File: src/rtl/adam_aes_ctr_stream_if.sv
// Bus bundle for adam_aes_ctr_stream: input stream, output stream and AES core handshake.
// The slave modport is the CTR front-end; the master modport is its environment.
interface adam_aes_ctr_stream_if;
  logic         in_valid;
  logic         in_ready;
  logic [127:0] in_data;
  logic         in_last;
  logic         out_valid;
  logic         out_ready;
  logic [127:0] out_data;
  logic         out_last;
  logic         core_start;
  logic         core_encdec;
  logic [255:0] core_key;
  logic         core_keylen;
  logic [127:0] core_block;
  logic         core_ready;
  logic         core_result_valid;
  logic [127:0] core_result;

  modport slave (
    input  in_valid, in_data, in_last, out_ready,
    input  core_ready, core_result_valid, core_result,
    output in_ready, out_valid, out_data, out_last,
    output core_start, core_encdec, core_key, core_keylen, core_block
  );

  modport master (
    output in_valid, in_data, in_last, out_ready,
    output core_ready, core_result_valid, core_result,
    input  in_ready, out_valid, out_data, out_last,
    input  core_start, core_encdec, core_key, core_keylen, core_block
  );
endinterface

File: src/rtl/adam_aes_ctr_stream.sv
// CTR-mode streaming front-end for a pipelined AES core: one block in flight at a time,
// keystream XORed with the buffered input block and presented on a valid/ready output.
module adam_aes_ctr_stream #(
  parameter int CTR_WIDTH = 32
) (
  input  logic                 clk,
  input  logic                 reset_n,
  input  logic [255:0]         cfg_key,
  input  logic                 cfg_keylen,
  input  logic [127:0]         cfg_iv,
  input  logic                 cfg_load,
  output logic                 cfg_ready,
  adam_aes_ctr_stream_if.slave bus,
  output logic [31:0]          blk_count
);

  localparam logic [1:0] ST_IDLE  = 2'd0;
  localparam logic [1:0] ST_ISSUE = 2'd1;
  localparam logic [1:0] ST_WAIT  = 2'd2;
  localparam logic [1:0] ST_OUT   = 2'd3;

  // Only the low CTR_WIDTH bits of the counter block ever change; upper bits never see a carry.
  localparam logic [127:0] CTR_MASK = (128'd1 << CTR_WIDTH) - 128'd1;

  logic [1:0]   state_q, state_d;
  logic [127:0] ctr_q, ctr_d;
  logic [255:0] key_q, key_d;
  logic         keylen_q, keylen_d;
  logic [127:0] data_q, data_d;
  logic         last_q, last_d;
  logic [127:0] out_data_q, out_data_d;
  logic         out_last_q, out_last_d;
  logic         out_valid_q, out_valid_d;
  logic [31:0]  blk_count_q, blk_count_d;
  logic         in_ready_c;
  logic         start_c;

  always_comb begin
    state_d     = state_q;
    ctr_d       = ctr_q;
    key_d       = key_q;
    keylen_d    = keylen_q;
    data_d      = data_q;
    last_d      = last_q;
    out_data_d  = out_data_q;
    out_last_d  = out_last_q;
    out_valid_d = out_valid_q;
    blk_count_d = blk_count_q;
    in_ready_c  = 1'b0;
    start_c     = 1'b0;

    case (state_q)
      ST_IDLE: begin
        if (cfg_load) begin
          key_d       = cfg_key;
          keylen_d    = cfg_keylen;
          ctr_d       = cfg_iv;
          blk_count_d = '0;
        end else begin
          in_ready_c = 1'b1;
          if (bus.in_valid) begin
            data_d  = bus.in_data;
            last_d  = bus.in_last;
            state_d = ST_ISSUE;
          end
        end
      end
      ST_ISSUE: begin
        start_c = bus.core_ready;
        if (bus.core_ready) begin
          state_d = ST_WAIT;
        end
      end
      ST_WAIT: begin
        if (bus.core_result_valid) begin
          out_data_d  = data_q ^ bus.core_result;
          out_last_d  = last_q;
          out_valid_d = 1'b1;
          ctr_d       = (ctr_q & ~CTR_MASK) | ((ctr_q + 128'd1) & CTR_MASK);
          state_d     = ST_OUT;
        end
      end
      ST_OUT: begin
        // Accepting the next block in the same cycle as the output handshake avoids a bubble.
        in_ready_c = bus.out_ready;
        if (bus.out_ready) begin
          out_valid_d = 1'b0;
          blk_count_d = out_last_q ? 32'd0 : blk_count_q + 32'd1;
          if (bus.in_valid) begin
            data_d  = bus.in_data;
            last_d  = bus.in_last;
            state_d = ST_ISSUE;
          end else begin
            state_d = ST_IDLE;
          end
        end
      end
      default: state_d = ST_IDLE;
    endcase
  end

  always_ff @(posedge clk or negedge reset_n) begin
    if (!reset_n) begin
      state_q     <= ST_IDLE;
      ctr_q       <= '0;
      key_q       <= '0;
      keylen_q    <= 1'b0;
      data_q      <= '0;
      last_q      <= 1'b0;
      out_data_q  <= '0;
      out_last_q  <= 1'b0;
      out_valid_q <= 1'b0;
      blk_count_q <= '0;
    end else begin
      state_q     <= state_d;
      ctr_q       <= ctr_d;
      key_q       <= key_d;
      keylen_q    <= keylen_d;
      data_q      <= data_d;
      last_q      <= last_d;
      out_data_q  <= out_data_d;
      out_last_q  <= out_last_d;
      out_valid_q <= out_valid_d;
      blk_count_q <= blk_count_d;
    end
  end

  // in_ready is forced low while reset is held so no block can be taken during reset.
  assign bus.in_ready    = in_ready_c & reset_n;
  assign bus.out_valid   = out_valid_q;
  assign bus.out_data    = out_data_q;
  assign bus.out_last    = out_last_q;
  assign bus.core_start  = start_c;
  assign bus.core_encdec = 1'b1;
  assign bus.core_key    = key_q;
  assign bus.core_keylen = keylen_q;
  assign bus.core_block  = ctr_q;
  assign cfg_ready       = (state_q == ST_IDLE);
  assign blk_count       = blk_count_q;

endmodule

File: src/flat_wrapper.sv
// flat-port wrapper written by rule: the top's interface ports become plain ports
module adam_aes_ctr_stream_flat 
#(
  parameter int CTR_WIDTH = 32
)
  (clk, reset_n, cfg_key, cfg_keylen, cfg_iv, cfg_load, cfg_ready, blk_count, bus_in_valid, bus_in_data, bus_in_last, bus_out_ready, bus_core_ready, bus_core_result_valid, bus_core_result, bus_in_ready, bus_out_valid, bus_out_data, bus_out_last, bus_core_start, bus_core_encdec, bus_core_key, bus_core_keylen, bus_core_block);
  adam_aes_ctr_stream_if bus_i ();
  input  logic clk;
  input  logic reset_n;
  input  logic [255:0] cfg_key;
  input  logic cfg_keylen;
  input  logic [127:0] cfg_iv;
  input  logic cfg_load;
  output logic cfg_ready;
  output logic [31:0] blk_count;
  input wire logic [$bits(bus_i.in_valid)-1:0] bus_in_valid;
  input wire logic [$bits(bus_i.in_data)-1:0] bus_in_data;
  input wire logic [$bits(bus_i.in_last)-1:0] bus_in_last;
  input wire logic [$bits(bus_i.out_ready)-1:0] bus_out_ready;
  input wire logic [$bits(bus_i.core_ready)-1:0] bus_core_ready;
  input wire logic [$bits(bus_i.core_result_valid)-1:0] bus_core_result_valid;
  input wire logic [$bits(bus_i.core_result)-1:0] bus_core_result;
  output wire logic [$bits(bus_i.in_ready)-1:0] bus_in_ready;
  output wire logic [$bits(bus_i.out_valid)-1:0] bus_out_valid;
  output wire logic [$bits(bus_i.out_data)-1:0] bus_out_data;
  output wire logic [$bits(bus_i.out_last)-1:0] bus_out_last;
  output wire logic [$bits(bus_i.core_start)-1:0] bus_core_start;
  output wire logic [$bits(bus_i.core_encdec)-1:0] bus_core_encdec;
  output wire logic [$bits(bus_i.core_key)-1:0] bus_core_key;
  output wire logic [$bits(bus_i.core_keylen)-1:0] bus_core_keylen;
  output wire logic [$bits(bus_i.core_block)-1:0] bus_core_block;
  assign bus_i.in_valid = bus_in_valid;
  assign bus_i.in_data = bus_in_data;
  assign bus_i.in_last = bus_in_last;
  assign bus_i.out_ready = bus_out_ready;
  assign bus_i.core_ready = bus_core_ready;
  assign bus_i.core_result_valid = bus_core_result_valid;
  assign bus_i.core_result = bus_core_result;
  assign bus_in_ready = bus_i.in_ready;
  assign bus_out_valid = bus_i.out_valid;
  assign bus_out_data = bus_i.out_data;
  assign bus_out_last = bus_i.out_last;
  assign bus_core_start = bus_i.core_start;
  assign bus_core_encdec = bus_i.core_encdec;
  assign bus_core_key = bus_i.core_key;
  assign bus_core_keylen = bus_i.core_keylen;
  assign bus_core_block = bus_i.core_block;
  adam_aes_ctr_stream #(.CTR_WIDTH(CTR_WIDTH)) u_core (.clk(clk), .reset_n(reset_n), .cfg_key(cfg_key), .cfg_keylen(cfg_keylen), .cfg_iv(cfg_iv), .cfg_load(cfg_load), .cfg_ready(cfg_ready), .bus(bus_i), .blk_count(blk_count));
endmodule
File: config.mk
export PLATFORM = sky130hd
export DESIGN_NAME = adam_aes_ctr_stream_flat
export DESIGN_NICKNAME = d
export VERILOG_FILES = /design/src/rtl/adam_aes_ctr_stream_if.sv /design/src/rtl/adam_aes_ctr_stream.sv /design/src/flat_wrapper.sv
export SDC_FILE = /design/constraint.sdc
export NUM_CORES = 1
export LEC_CHECK = 0
export ABC_AREA = 1
export BUFFER_PORTS_ARGS = -buffer_cell sky130_fd_sc_hd__buf_2
export CORE_AREA = 5 5 461 463
export CTS_CLUSTER_DIAMETER = 40
export DETAILED_ROUTE_END_ITERATION = 16
export DIE_AREA = 0 0 466 468
export PLACE_DENSITY_LB_ADDON = 0.3
export SETUP_SLACK_MARGIN = 0.1
export SYNTH_ARGS = -nofsm -noshare
export SYNTH_HDL_FRONTEND = slang
export SYNTH_SLANG_ARGS = --single-unit
export TNS_END_PERCENT = 100
File: constraint.sdc
create_clock -name clk -period 2 [get_ports clk]
set_input_delay 0.4 -clock clk [delete_from_list [all_inputs] [get_ports clk]]
set_output_delay 0.4 -clock clk [all_outputs]
set_load 0.005 [all_outputs]
==> results.sh, run 1 <==
export IMPL_grt_max_degree=105
export IMPL_die_x_microns=466
export IMPL_ant_nets=0
export IMPL_antenna_found_initial=110
export IMPL_drt_wl_total_mm=181.2
export IMPL_h_tree_depth=4
export IMPL_port_buffers=1198
export IMPL_drive_gt1_share_pct=49.16
export IMPL_setup_viol=321
export IMPL_layout_common_cells="1192 x buf_2, 671 x dfrtp_1, 630 x dlygate4sd3_1, 391 x nand2_1, 288 x mux2_4"
export IMPL_drc=0
export IMPL_ir_worst_vdd_uv=1011
export IMPL_avgSynthCellArea_sq_um=11.10
export IMPL_overflow=0
export IMPL_worstSkewPairLatency_ns=0.77
export IMPL_synth_nets=3250
export IMPL_grt_pass1_wl_mm=232.2
export IMPL_final_common_cell="buf_2"
export IMPL_ys_ff_latch=678
export IMPL_io_pins=1200
export IMPL_rr_startpoint="u_core.state_q[0]$_DFFE_PN0P_"
export IMPL_fin_worst_skew_ns=0.03700
export IMPL_fin_setup_tns_ns=-24.51
export IMPL_stdcell_count=7697
export IMPL_met2_length_mm=79.04
export IMPL_worstHoldPathType="input port to register"
export IMPL_rsz0062_at_grt="true"
export IMPL_status="finished with violations"
export IMPL_drtIter0Drc=1199
export IMPL_power_leakage_nw=27.06
export IMPL_synth_edff_count=0
export IMPL_final_util_pct=26.93
export IMPL_maxSlewHeadroom_pct=55.35
export IMPL_post_route_period_util_pct=120.9
export IMPL_clock_path_buffers=3
export IMPL_syn_to_final_growth_pct=94.81
export IMPL_async_flop_share_pct=100.0
export IMPL_yosysSeqAreaShare_pct=58.92
export IMPL_power_mw=88.74
export IMPL_final_hold_viol_count=0
export IMPL_die_y_microns=468
export IMPL_whs_ns=0.07301
export IMPL_synth_ff_type="dfrtp_1"
export IMPL_critPathLaunch="u_core.state_q[0]$_DFFE_PN0P_"
export IMPL_synthTopCellsByArea="dfrtp_1 59%, mux2_2 14%, nand2_1 6.7%"
export IMPL_min_delay_start="cfg_key[83]"
export IMPL_stdcell_area_sq_um=56100
export IMPL_wire_per_inst_microns=23.55
export IMPL_synth_cells=2595
export IMPL_top_layer="met5"
export IMPL_dp_cells=6613
export IMPL_clk_pin_slew_ns=0.05
export IMPL_core_sq_um=208300
export IMPL_vias_per_cell=3.665
export IMPL_yosysUniqueCellTypes=43
export IMPL_maxCapViolCount=0
export IMPL_synth_top_area_cell="dfrtp_1"
export IMPL_vias=28210
export IMPL_grt_pass1_vias=29270
export IMPL_drv_slew=0
export IMPL_cp_data_required_time_ns=1.60
export IMPL_crit_path_start_kind="register"
export IMPL_violations="negative setup slack"
export IMPL_cts_root_buffer="clkbuf_16"
export IMPL_hpwl_mm=136.8
export IMPL_yosys_warnings=0
export IMPL_gp_congestion=0.9065
export IMPL_netlist_area_sq_um=28800
export IMPL_grt_usage_pct=15.29
export IMPL_row_count=168
export IMPL_place_area_sq_um=38960
export IMPL_arrival_ns=2.02
export IMPL_drtPass1Iterations=5
export IMPL_cts_tree="yes"
export IMPL_end_kind="output pin"
export IMPL_critPathMaxFanout=4
export IMPL_fin_crit_ns=2.418
export IMPL_worst_slack_ns=-0.4179
export IMPL_p_per_area_nw_per_um2=1582
export IMPL_start_util_pct=13.82
export IMPL_worstMarginPinSlew_ns=0.6697
export IMPL_wl_met3_mm=20.40
export IMPL_cts_sinks=678
export IMPL_yosys_area_top_type_share_pct=58.92
export IMPL_timing_fmax_ghz=0.4136
export IMPL_cts_inserted_buffers=156
export IMPL_worstSetupPathType="register to output pin"
export IMPL_pre_cts_slack_ns=0.007129
export IMPL_nets=5376
export IMPL_die_area_sq_um=218100
export IMPL_met1_length_mm=73.07
==> power by group <==
part	internal, mW	total [mW]	switching (mW)
combinational	19.0	35.7	16.8
clock	18.4	27.6	9.18
sequential	20.3	25.4	5.10
==> timing repair <==
action | in CTS | in global routing
cloned | 30 | 45
pin swaps | 4 | 39
buffers inserted | 33 | 33
gates resized for setup | 183 | 654
setup endpoints to repair | 450 | 642
hold buffers | 631 | 0
endpoints found under the hold margin | 894 | 0
==> cells in the mapped netlist (2+ instances only) <==
cell type and n:
a21o_1 5, o21ai_2 74, buf_4 6, buf_1 2
o22ai_1 4, o21bai_1 4, inv_2 5, nor2_2 9
nand4_1 2, xor2_1 4, buf_2 55, o21ai_0 192
nand3_1 70, nand2_2 7, a2bb2oi_1 3, dfrtp_1 678
o21ai_1 32, xnor2_1 128, nor2_1 145, buf_6 29
a21oi_1 25, ha_1 6, mux2_2 353, nand2_1 513
clkbuf_1 21, inv_1 206
==> registers in the layout, summed over array words and instances (netlist names) <==
signal and flops:
u_core.state_q 2, u_core.bus.out_data 128, u_core.data_q 128, u_core.last_q 1, u_core.bus.out_valid 1, u_core.bus.core_block 128
u_core.bus.core_key 256, u_core.bus.core_keylen 1, u_core.bus.out_last 1, u_core.blk_count 32
==> area by class of cell <==
type | count | area, sq um
Fill cell | 21810 | 152200
Clock inverter | 108 | 1458
Tap cell | 2805 | 3510
Clock buffer | 183 | 4210
Multi-Input combinational cell | 1591 | 12370
Timing Repair Buffer | 2081 | 16660
Antenna cell | 38 | 95.09
Sequential cell | 678 | 16980
Inverter | 213 | 817.0
==> layer usage <==
| layer | track usage [%] | vias up |
|---|---|---|
| met3 | 7.184 | 336 |
| li1 | - | 12890 |
| met4 | 6.773 | 64 |
| met2 | 23.35 | 1282 |
| met5 | 0 | - |
| met1 | 18.30 | 13640 |
==> cells by family (layout without fill, tap and decap cells) <==
group / after synthesis / count (layout) / share of synthesized area [%]
AO/OA/AOI/OAI: 345 / 345 / 7.170
XOR/XNOR: 132 / 132 / 4.015
adder cells (fa/ha/maj): 6 / 6 / 0.2607
buffers and inverters: 326 / 2585 / 5.332
flip-flops: 678 / 678 / 58.92
multiplexers: 353 / 353 / 13.80
other: 1 / 39 / 0.01302
AND/OR/NAND/NOR: 754 / 754 / 10.48
==> path summary, 6_finish.rpt <==
path / endpoint / slack, ns / cells after the start
setup / recovery: bus_in_ready / -0.42 / 8
hold / removal: u_core.bus.core_key[83]$_DFFE_PN0P_ / 0.07 / 2
setup reg to reg: u_core.data_q[21]$_DFFE_PN0P_ / -0.17 / 14
hold reg to reg: u_core.bus.out_data[32]$_DFFE_PN0P_ / 0.48 / 2
max in group asynchronous: u_core.bus.core_block[28]$_DFFE_PN0N_ / 0.51 / 5
min in group asynchronous: u_core.bus.core_key[35]$_DFFE_PN0P_ / 0.33 / 3
==> worst max-delay path, stage by stage, from the launching register on <==
cell	delay, ns
dfrtp_1	0.38
inv_2	0.08
ha_4	0.15
inv_4	0.04
or2_4	0.23
nand2_2	0.05
nand2_1	0.05
nor2_1	0.11
buf_2	0.16
(Power assumes the default switching activity.)
==> run 2: changes to the inputs <==
--- a/config.mk
+++ b/config.mk
@@ -7,6 +7,7 @@
 export LEC_CHECK = 0
 export ABC_AREA = 1
 export BUFFER_PORTS_ARGS = -buffer_cell sky130_fd_sc_hd__buf_2
+export CAP_MARGIN = 20
 export CORE_AREA = 5 5 461 463
 export CTS_CLUSTER_DIAMETER = 40
 export DETAILED_ROUTE_END_ITERATION = 16
==> constraint.sdc (replaced) <==
create_clock -name clk -period 2 [get_ports clk]
set_input_delay 0.2 -clock clk [delete_from_list [all_inputs] [get_ports clk]]
set_output_delay 0.2 -clock clk [all_outputs]
set_load 0.005 [all_outputs]
==> run 2 against run 1 <==
  * The run still ends with negative setup slack left
  * Critical path depth is the same
  * Maximum frequency increased by 12%
  * Die area stayed put
  * Core utilization fell by 0.59 points
  * Cell area is 2.2% lower
  * Clock skew is 0.034 ns higher
  * Final cell count hardly changed
==> results.sh, run 2 (synthesized netlist as in run 1, its figures left out) <==
export IMPL_status="finished with violations"
export IMPL_violations="negative setup slack"
export IMPL_post_route_period_util_pct=107.9
export IMPL_drv_slew=0
export IMPL_hpwl_mm=138.6
export IMPL_stdcell_count=7695
export IMPL_stdcell_area_sq_um=54860
export IMPL_clock_path_buffers=3
export IMPL_grt_pass1_wl_mm=233.3
export IMPL_drc=0
export IMPL_grt_max_degree=67
export IMPL_critPathMaxFanout=2
export IMPL_antenna_found_initial=107
export IMPL_fin_worst_skew_ns=0.07139
export IMPL_drtPass1Iterations=5
export IMPL_grt_usage_pct=15.31
export IMPL_row_count=168
export IMPL_timing_fmax_ghz=0.4632
export IMPL_drive_gt1_share_pct=48.83
export IMPL_io_pins=1200
export IMPL_largest_reg_flops=256
export IMPL_worstSetupPathType="register to output pin"
export IMPL_nets=5378
export IMPL_dp_cells=6627
export IMPL_vias=28030
export IMPL_final_common_cell="buf_2"
export IMPL_cp_cell_sequence="inv_2 -> ha_4 -> inv_2 -> or2_4 -> nand2_2 -> nand2_2 -> nor2_1 -> buf_2"
export IMPL_r2r_end="u_core.last_q$_DFFE_PN0P_"
export IMPL_grt_busiest_layer="met2"
export IMPL_grt_use_met1_pct=18.23
export IMPL_end_kind="output pin"
export IMPL_clk_pin_slew_ns=0.05
export IMPL_port_buffers=1198
export IMPL_place_area_sq_um=39160
export IMPL_power_leakage_nw=25.86
export IMPL_rr_startpoint="u_core.state_q[0]$_DFFE_PN0P_"
export IMPL_endpoint="bus_in_ready"
export IMPL_setup_viol=95
export IMPL_maxCapViolCount=0
export IMPL_fillers=21920
export IMPL_final_util_pct=26.33
export IMPL_overflow=0
export IMPL_r2r_setup_slack_ns=-0.15
export IMPL_drt_wl_total_mm=177.6
export IMPL_vias_per_cell=3.643
export IMPL_syn_to_final_growth_pct=90.51
export IMPL_crit_path_start_kind="register"
export IMPL_rsz0062_at_grt="true"
export IMPL_p_per_area_nw_per_um2=1563
export IMPL_worstSkewPairLatency_ns=0.83
export IMPL_cp_data_required_time_ns=1.80
export IMPL_drtIter0Drc=1416
export IMPL_final_hold_viol_count=0
export IMPL_grt_pass1_vias=29480
export IMPL_die_y_microns=468
export IMPL_worstHoldPathType="input port to register"
export IMPL_layout_common_cells="1196 x buf_2, 678 x dfrtp_1, 646 x dlygate4sd3_1, 384 x nand2_1, 326 x mux2_2"
export IMPL_arrival_ns=1.96
export IMPL_cts_tree="yes"
export IMPL_start_util_pct=13.82
export IMPL_ant_nets=0
export IMPL_cts_root_buffer="clkbuf_16"
export IMPL_max_stage_delay_ns=0.38
export IMPL_cts_inserted_buffers=158
export IMPL_gp_congestion=0.8998
export IMPL_core_sq_um=208300
export IMPL_use_met3_pct=7.170
export IMPL_cts_sinks=678
export IMPL_crit_path_top_delay_cell="dfrtp_1"
export IMPL_die_area_sq_um=218100
export IMPL_ir_worst_vdd_uv=855.7
export IMPL_wire_per_inst_microns=23.08
export IMPL_ff2ff_path_depth=14
export IMPL_fin_crit_ns=2.159
export IMPL_whs_ns=0.1400
export IMPL_die_x_microns=466
export IMPL_worst_slack_ns=-0.1588
export IMPL_h_tree_depth=4
export IMPL_grt_use_met2_pct=23.47
export IMPL_critPathLaunch="u_core.state_q[0]$_DFFE_PN0P_"
## run 2: worst max-delay path, delay by kind of cell (launching register included)
family | cells | cell delay (ns)
and+or+nand+nor | 4 | 0.43
DFF | 1 | 0.38
buffers and inverters | 3 | 0.26
adders and majority gates | 1 | 0.14
## run 2: routing by layer
layer  part of all wire, %  vias up
met3                    11      289
met2                    44     1323
li1                      -    12860
met4                   4.4       62
met1                    40    13500
met5                  0.21        -
## run 2: layout make-up
cell class | instances | area (sq um) | area share [%]
tap | 2805 | 3510 | 6.398
multi-input combinational | 1591 | 11490 | 20.95
inverter | 213 | 814.5 | 1.485
sequential | 678 | 16970 | 30.93
timing repair buffer | 2081 | 16280 | 29.67
clock buffer | 196 | 4368 | 7.962
clock inverter | 99 | 1353 | 2.466
antenna | 32 | 80.08 | 0.1460
## run 2: how the worst min path moves through the flow
stage                                           endpoint  cells after the start           from  slack, ns
global placement    u_core.bus.core_key[204]$_DFFE_PN0P_                      1        reset_n       0.15
global route        u_core.bus.core_key[121]$_DFFE_PN0P_                      3   cfg_key[121]       0.08
finish              u_core.bus.core_key[111]$_DFFE_PN0P_                      3   cfg_key[111]       0.14
floorplan                u_core.blk_count[0]$_DFFE_PN0P_                      0        reset_n       -0.1
detailed placement  u_core.bus.core_key[204]$_DFFE_PN0P_                      1        reset_n       0.16
CTS                     u_core.bus.out_valid$_DFFE_PN0P_                      7  bus_out_ready       0.04
## run 2: repair_timing
item                                   4_1_cts  5_1_grt
buffers inserted                            24       24
pin swaps                                   13       20
endpoints found under the hold margin     1097        0
setup endpoints to repair                  267      277
resized for setup                          262      257
hold buffers                               647        0
gates cloned                                36       21
## run 2: per-stage QoR
stage                     worst slack [ns]  power (mW)  setup TNS, ns
after floorplan                     0.2214       36.22              0
after global placement            -0.04160       51.05        -0.3037
after detailed placement          -0.07380       51.40         -1.462
after CTS                          -0.3367       84.33         -26.53
after global routing               -0.3104       90.65         -15.19
final                              -0.1588       85.72         -5.623
## run 2: where the power goes
part | leakage [nW] | internal, mW | switching (mW)
Clock | 2.74 | 18.3 | 9.26
Sequential | 8.25 | 20.3 | 4.99
Combinational | 14.9 | 16.8 | 16.0
Total | 25.9 | 55.5 | 30.2
